`src/rtl/cacheline_mem_arbiter_if.sv`:
```
// Cache-side line ports and the shared 64-bit burst memory port, bundled for the arbiter.
// Arbiter uses the master view; caches and memory model use the slave view.
interface cacheline_mem_arbiter_if #(
    parameter int ADDR_WIDTH = 32,
    parameter int LINE_BITS  = 256,
    parameter int BEAT_BITS  = 64
);
    logic [ADDR_WIDTH-1:0] i_dfp_addr;
    logic                  i_dfp_read;
    logic [LINE_BITS-1:0]  i_dfp_rdata;
    logic                  i_dfp_resp;

    logic [ADDR_WIDTH-1:0] d_dfp_addr;
    logic                  d_dfp_read;
    logic                  d_dfp_write;
    logic [LINE_BITS-1:0]  d_dfp_wdata;
    logic [LINE_BITS-1:0]  d_dfp_rdata;
    logic                  d_dfp_resp;

    logic [ADDR_WIDTH-1:0] bmem_addr;
    logic                  bmem_read;
    logic                  bmem_write;
    logic [BEAT_BITS-1:0]  bmem_wdata;
    logic                  bmem_ready;
    logic [ADDR_WIDTH-1:0] bmem_raddr;
    logic [BEAT_BITS-1:0]  bmem_rdata;
    logic                  bmem_rvalid;

    modport master (
        input  i_dfp_addr, i_dfp_read,
        output i_dfp_rdata, i_dfp_resp,
        input  d_dfp_addr, d_dfp_read, d_dfp_write, d_dfp_wdata,
        output d_dfp_rdata, d_dfp_resp,
        output bmem_addr, bmem_read, bmem_write, bmem_wdata,
        input  bmem_ready, bmem_raddr, bmem_rdata, bmem_rvalid
    );

    modport slave (
        output i_dfp_addr, i_dfp_read,
        input  i_dfp_rdata, i_dfp_resp,
        output d_dfp_addr, d_dfp_read, d_dfp_write, d_dfp_wdata,
        input  d_dfp_rdata, d_dfp_resp,
        input  bmem_addr, bmem_read, bmem_write, bmem_wdata,
        output bmem_ready, bmem_raddr, bmem_rdata, bmem_rvalid
    );
endinterface

```
`src/rtl/cacheline_mem_arbiter.sv`:
```
// Round-robin arbiter serialising I/D cacheline fills and writebacks onto one 64-bit burst port.
// One line in flight; read = grant + request (stalls on bmem_ready) + 4 beats + 1 resp cycle.
module cacheline_mem_arbiter #(
    parameter int ADDR_WIDTH = 32,
    parameter int LINE_BITS  = 256,
    parameter int BEAT_BITS  = 64
) (
    input  logic                   clk,
    input  logic                   rst,
    cacheline_mem_arbiter_if.master bus
);
    localparam int BEATS  = LINE_BITS / BEAT_BITS;
    localparam int BEAT_W = $clog2(BEATS);
    localparam logic [ADDR_WIDTH-1:0] OFF_MASK = ADDR_WIDTH'(LINE_BITS / 8 - 1);

    typedef enum logic [2:0] {
        S_IDLE,
        S_RD_REQ,
        S_RD_DATA,
        S_WR_BURST,
        S_RESP
    } state_t;

    state_t                r_state;
    state_t                w_next;
    logic [BEAT_W-1:0]     r_beat;
    logic                  r_last_grant;   // 1: D was granted last, 0: I was
    logic                  r_gnt_d;
    logic [ADDR_WIDTH-1:0] r_addr;
    logic [LINE_BITS-1:0]  r_wdata;
    logic [LINE_BITS-1:0]  r_line;
    logic [LINE_BITS-1:0]  r_i_rdata;
    logic [LINE_BITS-1:0]  r_d_rdata;

    logic                  w_req_i;
    logic                  w_req_d;
    logic                  w_pick_d;
    logic                  w_grant;
    logic                  w_beat_ok;
    logic                  w_last;
    logic [BEAT_BITS-1:0]  w_wbeat;
    logic [LINE_BITS-1:0]  w_line_upd;

    logic [ADDR_WIDTH-1:0] w_bmem_addr;
    logic                  w_bmem_read;
    logic                  w_bmem_write;
    logic [BEAT_BITS-1:0]  w_bmem_wdata;
    logic                  w_i_resp;
    logic                  w_d_resp;

    assign w_req_i   = bus.i_dfp_read;
    assign w_req_d   = bus.d_dfp_read | bus.d_dfp_write;
    assign w_pick_d  = w_req_d & (~w_req_i | ~r_last_grant);
    assign w_grant   = w_req_i | w_req_d;
    assign w_beat_ok = bus.bmem_rvalid && (bus.bmem_raddr == r_addr);
    assign w_last    = (r_beat == BEAT_W'(BEATS - 1));

    always_comb begin
        w_wbeat    = '0;
        w_line_upd = r_line;
        for (int k = 0; k < BEATS; k++) begin
            if (r_beat == BEAT_W'(k)) begin
                w_wbeat                                 = r_wdata[k*BEAT_BITS +: BEAT_BITS];
                w_line_upd[k*BEAT_BITS +: BEAT_BITS]    = bus.bmem_rdata;
            end
        end
    end

    always_ff @(posedge clk or negedge rst) begin
        if (!rst) begin
            r_state <= S_IDLE;
        end else begin
            r_state <= w_next;
        end
    end

    always_comb begin
        w_next = r_state;
        case (r_state)
            S_IDLE: begin
                if (w_grant) begin
                    w_next = (w_pick_d && bus.d_dfp_write) ? S_WR_BURST : S_RD_REQ;
                end
            end
            S_RD_REQ: begin
                if (bus.bmem_ready) w_next = S_RD_DATA;
            end
            S_RD_DATA: begin
                if (w_beat_ok && w_last) w_next = S_RESP;
            end
            S_WR_BURST: begin
                if (bus.bmem_ready && w_last) w_next = S_RESP;
            end
            S_RESP: begin
                w_next = S_IDLE;
            end
            default: begin
                w_next = S_IDLE;
            end
        endcase
    end

    always_comb begin
        w_bmem_addr  = '0;
        w_bmem_read  = 1'b0;
        w_bmem_write = 1'b0;
        w_bmem_wdata = '0;
        w_i_resp     = 1'b0;
        w_d_resp     = 1'b0;
        case (r_state)
            S_RD_REQ: begin
                w_bmem_read = 1'b1;
                w_bmem_addr = r_addr;
            end
            S_WR_BURST: begin
                w_bmem_write = 1'b1;
                w_bmem_addr  = r_addr;
                w_bmem_wdata = w_wbeat;
            end
            S_RESP: begin
                w_i_resp = ~r_gnt_d;
                w_d_resp = r_gnt_d;
            end
            default: begin
            end
        endcase
    end

    always_ff @(posedge clk or negedge rst) begin
        if (!rst) begin
            r_beat       <= '0;
            r_last_grant <= 1'b0;
            r_gnt_d      <= 1'b0;
            r_addr       <= '0;
            r_wdata      <= '0;
            r_line       <= '0;
            r_i_rdata    <= '0;
            r_d_rdata    <= '0;
        end else begin
            case (r_state)
                S_IDLE: begin
                    if (w_grant) begin
                        r_gnt_d      <= w_pick_d;
                        r_last_grant <= w_pick_d;
                        r_beat       <= '0;
                        r_addr       <= (w_pick_d ? bus.d_dfp_addr : bus.i_dfp_addr) & ~OFF_MASK;
                        if (w_pick_d) r_wdata <= bus.d_dfp_wdata;
                    end
                end
                S_RD_DATA: begin
                    // Beats tagged with another base address belong to someone else; drop them.
                    if (w_beat_ok) begin
                        r_line <= w_line_upd;
                        if (w_last) begin
                            r_beat <= '0;
                            if (r_gnt_d) r_d_rdata <= w_line_upd;
                            else         r_i_rdata <= w_line_upd;
                        end else begin
                            r_beat <= r_beat + 1'b1;
                        end
                    end
                end
                S_WR_BURST: begin
                    if (bus.bmem_ready) begin
                        r_beat <= w_last ? '0 : r_beat + 1'b1;
                    end
                end
                default: begin
                end
            endcase
        end
    end

    assign bus.bmem_addr   = w_bmem_addr;
    assign bus.bmem_read   = w_bmem_read;
    assign bus.bmem_write  = w_bmem_write;
    assign bus.bmem_wdata  = w_bmem_wdata;
    assign bus.i_dfp_resp  = w_i_resp;
    assign bus.d_dfp_resp  = w_d_resp;
    assign bus.i_dfp_rdata = r_i_rdata;
    assign bus.d_dfp_rdata = r_d_rdata;
endmodule

```
`src/flat_wrapper.sv`:
```
// flat-port wrapper written by rule: the top's interface ports become plain ports
module cacheline_mem_arbiter_flat 
#(
    parameter int ADDR_WIDTH = 32,
    parameter int LINE_BITS  = 256,
    parameter int BEAT_BITS  = 64
)
  (clk, rst, bus_i_dfp_addr, bus_i_dfp_read, bus_i_dfp_rdata, bus_i_dfp_resp, bus_d_dfp_addr, bus_d_dfp_read, bus_d_dfp_write, bus_d_dfp_wdata, bus_d_dfp_rdata, bus_d_dfp_resp, bus_bmem_addr, bus_bmem_read, bus_bmem_write, bus_bmem_wdata, bus_bmem_ready, bus_bmem_raddr, bus_bmem_rdata, bus_bmem_rvalid);
  cacheline_mem_arbiter_if #(.ADDR_WIDTH(ADDR_WIDTH), .LINE_BITS(LINE_BITS), .BEAT_BITS(BEAT_BITS)) bus_i ();
  input  logic clk;
  input  logic rst;
  input wire logic [$bits(bus_i.i_dfp_addr)-1:0] bus_i_dfp_addr;
  input wire logic [$bits(bus_i.i_dfp_read)-1:0] bus_i_dfp_read;
  output wire logic [$bits(bus_i.i_dfp_rdata)-1:0] bus_i_dfp_rdata;
  output wire logic [$bits(bus_i.i_dfp_resp)-1:0] bus_i_dfp_resp;
  input wire logic [$bits(bus_i.d_dfp_addr)-1:0] bus_d_dfp_addr;
  input wire logic [$bits(bus_i.d_dfp_read)-1:0] bus_d_dfp_read;
  input wire logic [$bits(bus_i.d_dfp_write)-1:0] bus_d_dfp_write;
  input wire logic [$bits(bus_i.d_dfp_wdata)-1:0] bus_d_dfp_wdata;
  output wire logic [$bits(bus_i.d_dfp_rdata)-1:0] bus_d_dfp_rdata;
  output wire logic [$bits(bus_i.d_dfp_resp)-1:0] bus_d_dfp_resp;
  output wire logic [$bits(bus_i.bmem_addr)-1:0] bus_bmem_addr;
  output wire logic [$bits(bus_i.bmem_read)-1:0] bus_bmem_read;
  output wire logic [$bits(bus_i.bmem_write)-1:0] bus_bmem_write;
  output wire logic [$bits(bus_i.bmem_wdata)-1:0] bus_bmem_wdata;
  input wire logic [$bits(bus_i.bmem_ready)-1:0] bus_bmem_ready;
  input wire logic [$bits(bus_i.bmem_raddr)-1:0] bus_bmem_raddr;
  input wire logic [$bits(bus_i.bmem_rdata)-1:0] bus_bmem_rdata;
  input wire logic [$bits(bus_i.bmem_rvalid)-1:0] bus_bmem_rvalid;
  assign bus_i.i_dfp_addr = bus_i_dfp_addr;
  assign bus_i.i_dfp_read = bus_i_dfp_read;
  assign bus_i_dfp_rdata = bus_i.i_dfp_rdata;
  assign bus_i_dfp_resp = bus_i.i_dfp_resp;
  assign bus_i.d_dfp_addr = bus_d_dfp_addr;
  assign bus_i.d_dfp_read = bus_d_dfp_read;
  assign bus_i.d_dfp_write = bus_d_dfp_write;
  assign bus_i.d_dfp_wdata = bus_d_dfp_wdata;
  assign bus_d_dfp_rdata = bus_i.d_dfp_rdata;
  assign bus_d_dfp_resp = bus_i.d_dfp_resp;
  assign bus_bmem_addr = bus_i.bmem_addr;
  assign bus_bmem_read = bus_i.bmem_read;
  assign bus_bmem_write = bus_i.bmem_write;
  assign bus_bmem_wdata = bus_i.bmem_wdata;
  assign bus_i.bmem_ready = bus_bmem_ready;
  assign bus_i.bmem_raddr = bus_bmem_raddr;
  assign bus_i.bmem_rdata = bus_bmem_rdata;
  assign bus_i.bmem_rvalid = bus_bmem_rvalid;
  cacheline_mem_arbiter #(.ADDR_WIDTH(ADDR_WIDTH), .LINE_BITS(LINE_BITS), .BEAT_BITS(BEAT_BITS)) u_core (.clk(clk), .rst(rst), .bus(bus_i));
endmodule
```
`config.mk`:
```
export PLATFORM = sky130hd
export DESIGN_NAME = cacheline_mem_arbiter_flat
export DESIGN_NICKNAME = d
export VERILOG_FILES = /design/src/rtl/cacheline_mem_arbiter_if.sv /design/src/rtl/cacheline_mem_arbiter.sv /design/src/flat_wrapper.sv
export SDC_FILE = /design/constraint.sdc
export NUM_CORES = 2
export LEC_CHECK = 0
export ABC_CLOCK_PERIOD_IN_PS = 4000
export CORE_AREA = 4 4 398 400
export DETAILED_ROUTE_END_ITERATION = 8
export DIE_AREA = 0 0 402 404
export GPL_TIMING_DRIVEN = 1
export PLACE_DENSITY = 0.61
export SLEW_MARGIN = 40
export SYNTH_ARGS = -nofsm -noshare
export SYNTH_HDL_FRONTEND = slang
export SYNTH_SLANG_ARGS = --single-unit
```
`constraint.sdc`:
```
create_clock -name clk -period 4 [get_ports clk]
set_clock_uncertainty 0.05 [all_clocks]
set_input_delay 1 -clock clk [delete_from_list [all_inputs] [get_ports clk]]
set_output_delay 1 -clock clk [all_outputs]
set_load 0.02 [all_outputs]
```
==> impl_metrics.sql <==
INSERT INTO impl_metrics (metric_group, metric, value, unit) VALUES
('global_routing', 'antenna_found_initial', '24', ''),
('yosys', 'synthXorXnorAreaFrac', '0.554', '%'),
('die', 'core-area', '0.155', 'mm²'),
('placed_design', 'finalWeightedCongestion', '0.882', ''),
('timing', 'timing_hold_violations_final', '0', ''),
('worst_setup_path', 'rr_worst_depth', '8', ''),
('global_routing', 'grt-ovfl-total', '0', ''),
('global_routing', 'global_route_wire_length_before_repair', '221000', 'µm'),
('global_routing', 'global_route.usage.total', '18.5', '%'),
('power', 'design_power_total', '32.6', 'mW'),
('drt', 'totalWireLength', '155000', 'µm'),
('yosys', 'yosysWarnings', '0', ''),
('yosys', 'synth_compound_area_share', '3.42', '%'),
('cells_and_area', 'final_cell_mix', 'dfrtp_1 (990), clkdlybuf4s50_1 (953), mux2_2 (912), mux2_4 (240), buf_4 (132)', ''),
('worst_setup_path', 'crit_path_max_incr_delay', '0.46', 'ns'),
('worst_setup_path', 'r2r_slack', '0.79', 'ns'),
('yosys', 'synth-seq-area-share', '58.2', '%'),
('clock_network', 'cts.root.buffer_cell', 'clkbuf_16', ''),
('clock_network', 'cts_made_buffers', '111', ''),
('cells_and_area', 'nNetsFinal', '4378', ''),
('worst_setup_path', 'critical_path.max_fanout', '12', ''),
('clock_network', 'worst_setup_hold_path_clk_slew', '0.06', 'ns'),
('worst_setup_path', 'worst_reg2reg_path_startpoint', 'u_core.r_beat[0]$_DFFE_PN0P_', ''),
('yosys', 'synthArstFlopShare', '100', '%'),
('cells_and_area', 'layout-drive-gt1-share', '39.8', '%'),
('yosys', 'post_synth_inst_count', '2806', ''),
('drt', 'firstDrtPassIters', '7', ''),
('power', 'power.net_switching', '10.1', 'mW'),
('yosys', 'postSynthRegisterBits', '993', ''),
('flow_run', 'drv.max_cap_violation_count', '0', ''),
('drt', 'wl_per_cell', '25.3', 'µm'),
('worst_hold_path', 'timing.hold.worst.class', 'input port to async pin', ''),
('drt', 'dr.first_iter.drc_count', '1243', ''),
('worst_setup_path', 'crit_required', '2.95', 'ns'),
('worst_setup_path', 'cp_data_arrival_time', '2.88', 'ns'),
('yosys', 'synth-edff-count', '0', ''),
('cells_and_area', 'synthesis_to_finish_area_growth', '42.8', '%'),
('power', 'p_leak', '28.3', 'nW'),
('timing', 'min_period', '3.93', 'ns'),
('cells_and_area', 'final_design_area_no_fill', '0.0610', 'mm²'),
('timing', 'transition_time_of_the_tightest_slew_check_pin', '0.761', 'ns'),
('worst_setup_path', 'reg2reg_to', 'u_core.bus.d_dfp_rdata[248]$_DFFE_PN0P_', ''),
('drt', 'via_count', '28200', ''),
('drt', 'vias_per_cell', '4.60', ''),
('global_routing', 'grt_start_max_net_pins', '78', ''),
('drt', 'post_detailed_route_drc_marker_count', '0', ''),
('placed_design', 'placed_cells_incl_taps', '5881', ''),
('clock_network', 'cts_hold_buffers', '0', ''),
('worst_setup_path', 'worst_setup_path_start_kind', 'flip-flop', ''),
('status', 'outcome', 'finished clean', ''),
('global_routing', 'number_of_global_route_vias_before_repair', '30300', ''),
('die', 'chipWidth', '402', 'µm'),
('yosys', 'synthesis.area_per_instance', '15.2', 'µm²'),
('yosys', 'yosys.area_share.adder', '0.117', '%'),
('die', 'fp.dieArea', '0.162', 'mm²'),
('cells_and_area', 'finalNonFillerCells', '6120', ''),
('power', 'internal_power', '22.5', 'mW'),
('yosys', 'synth_top_flop_cell', 'dfrtp_1', ''),
('yosys', 'synth_simple_gate_area_share', '2.25', '%'),
('drt', 'drt.antenna.violating_nets', '0', ''),
('timing', 'drv_slew', '0', ''),
('die', 'start_util', '27.5', '%'),
('power', 'vdd_drop_max', '362', 'µV'),
('die', 'num_rows', '145', ''),
('power', 'cellPowerDensity', '535', 'mW/mm²'),
('worst_setup_path', 'critical_path.endpoint_type', 'output port', ''),
('cells_and_area', 'filler_cell_count', '14700', ''),
('power', 'netSwitchingFraction', '31.1', '%'),
('cells_and_area', 'most_frequent_standard_cell_in_the_layout_excluding_fill_and_tap_cells', 'dfrtp_1', ''),
('clock_network', 'tritoncts_clock_tree', 'done', ''),
('power', 'power.clock.fraction', '33.7', '%');
## cells by family after synthesis
logic type | Yosys count
buffers and inverters | 193
adders and majority gates | 4
muxes | 1179
AOI/OAI and AO/OA | 215
DFF | 993
and+or+nand+nor | 194
other | 1
xor gates and xnor gates | 27
## registers in the layout, summed over array words and instances (netlist names)
name and cells:
u_core.bus.d_dfp_rdata 256, u_core.bus.i_dfp_rdata 256, u_core.r_addr 27, u_core.r_beat 2, u_core.r_last_grant 1, u_core.r_line 192, u_core.r_state 3, u_core.r_wdata 256
## per-layer routing
layer  track usage (%)  vias to the layer above  part of all wire, %
met2              31.5                      867                   49
li1                  -                    12400                    -
met1              22.3                    14700                   41
met5                 0                        -               0.0065
met4              7.31                        2                  3.6
met3              4.91                      234                  6.5
## stage by stage
| step | hold slack (ns) | setup WS [ns] | util (%) | setup TNS (ns) |
|---|---|---|---|---|
| global placement | 0.433 | -0.217 | 36.5 | -77.78 |
| CTS | 0.0313 | -0.0237 | 39.2 | -0.0237 |
| finish | 0.0860 | 0.0665 | 39.3 | 0 |
| detailed placement | 0.439 | -0.206 | 36.5 | -70.99 |
| global route | 0.0603 | -0.0197 | 39.3 | -0.0633 |
| floorplan | 0.425 | 0.736 | - | 0 |
## power groups by stage
stage / clock network [mW] / logic (mW) / registers [mW]
2_1_floorplan: 0 / 5.27 / 12.3
3_3_place_gp: 0 / 8.61 / 12.7
3_5_place_dp: 0 / 8.69 / 12.8
4_1_cts: 11.3 / 8.99 / 12.6
5_1_grt: 11.7 / 9.61 / 12.8
6_report: 11.0 / 8.98 / 12.6
## critical path, delay by kind of cell, from the launching register on
family | cells | cell delay (ns)
AOI/OAI and AO/OA | 3 | 0.46
buffers and inverters | 4 | 0.86
adders and majority gates | 1 | 0.15
and+or+nand+nor | 1 | 0.25
DFF | 1 | 0.46
## cell type report
cell class / instances / area [µm²] / area share (%)
timing repair buffer: 1215 / 12500 / 20.4
clock inverter: 55 / 773 / 1.27
antenna: 16 / 40.0 / 0.0657
inverter: 6 / 25.0 / 0.0410
clock buffer: 153 / 3210 / 5.26
sequential: 993 / 24900 / 40.8
tap: 2058 / 2570 / 4.22
multi-input combinational: 1624 / 17000 / 28.0
## Yosys cell counts (2+ instances only)
cell type,instances,area [µm²]
xnor2_1,7,61.3
nor3_1,21,105
mux2_2,912,10300
a22oi_1,47,353
nand2_1,50,188
xor2_1,20,175
buf_2,32,160
clkbuf_1,92,345
nand4_1,4,25.0
a21oi_1,48,240
dfrtp_1,993,24800
ha_1,4,50.1
and3_1,2,12.5
nor2b_1,19,119
o21ai_0,48,240
buf_4,9,67.6
buf_1,26,97.6
mux2i_1,27,270
a22o_1,47,412
and2_1,28,175
o2bb2ai_1,2,17.5
inv_1,6,22.5
mux2_4,240,3600
a221oi_1,17,149
buf_6,27,304
nor2_1,51,191
or4_1,2,15.0
nor4_1,7,43.8
nand3_2,3,30.0
## how the worst max path moves through the flow
stage | start | endpoint | slack (ns) | cells past startpoint
5_1_grt | u_core.r_beat[0]$_DFFE_PN0P_ | bus_bmem_wdata[16] | -0.02 | 10
4_1_cts | u_core.r_beat[0]$_DFFE_PN0P_ | bus_bmem_wdata[16] | -0.02 | 10
3_5_place_dp | bus_bmem_raddr[1] | u_core.bus.d_dfp_rdata[237]$_DFFE_PN0P_ | -0.21 | 9
3_3_place_gp | bus_bmem_raddr[1] | u_core.bus.d_dfp_rdata[171]$_DFFE_PN0P_ | -0.22 | 9
2_1_floorplan | bus_bmem_raddr[1] | u_core.bus.d_dfp_rdata[0]$_DFFE_PN0P_ | 0.74 | 9
6_report | u_core.r_beat[0]$_DFFE_PN0P_ | bus_bmem_wdata[20] | 0.07 | 9
## repair_timing
action | in CTS | in global routing
resized for setup | 146 | 37
setup buffers | 8 | 2
endpoints found under the setup margin | 64 | 30
cloned | 5 | 0
pin swaps | 3 | 1
(Power assumes the default switching activity.)
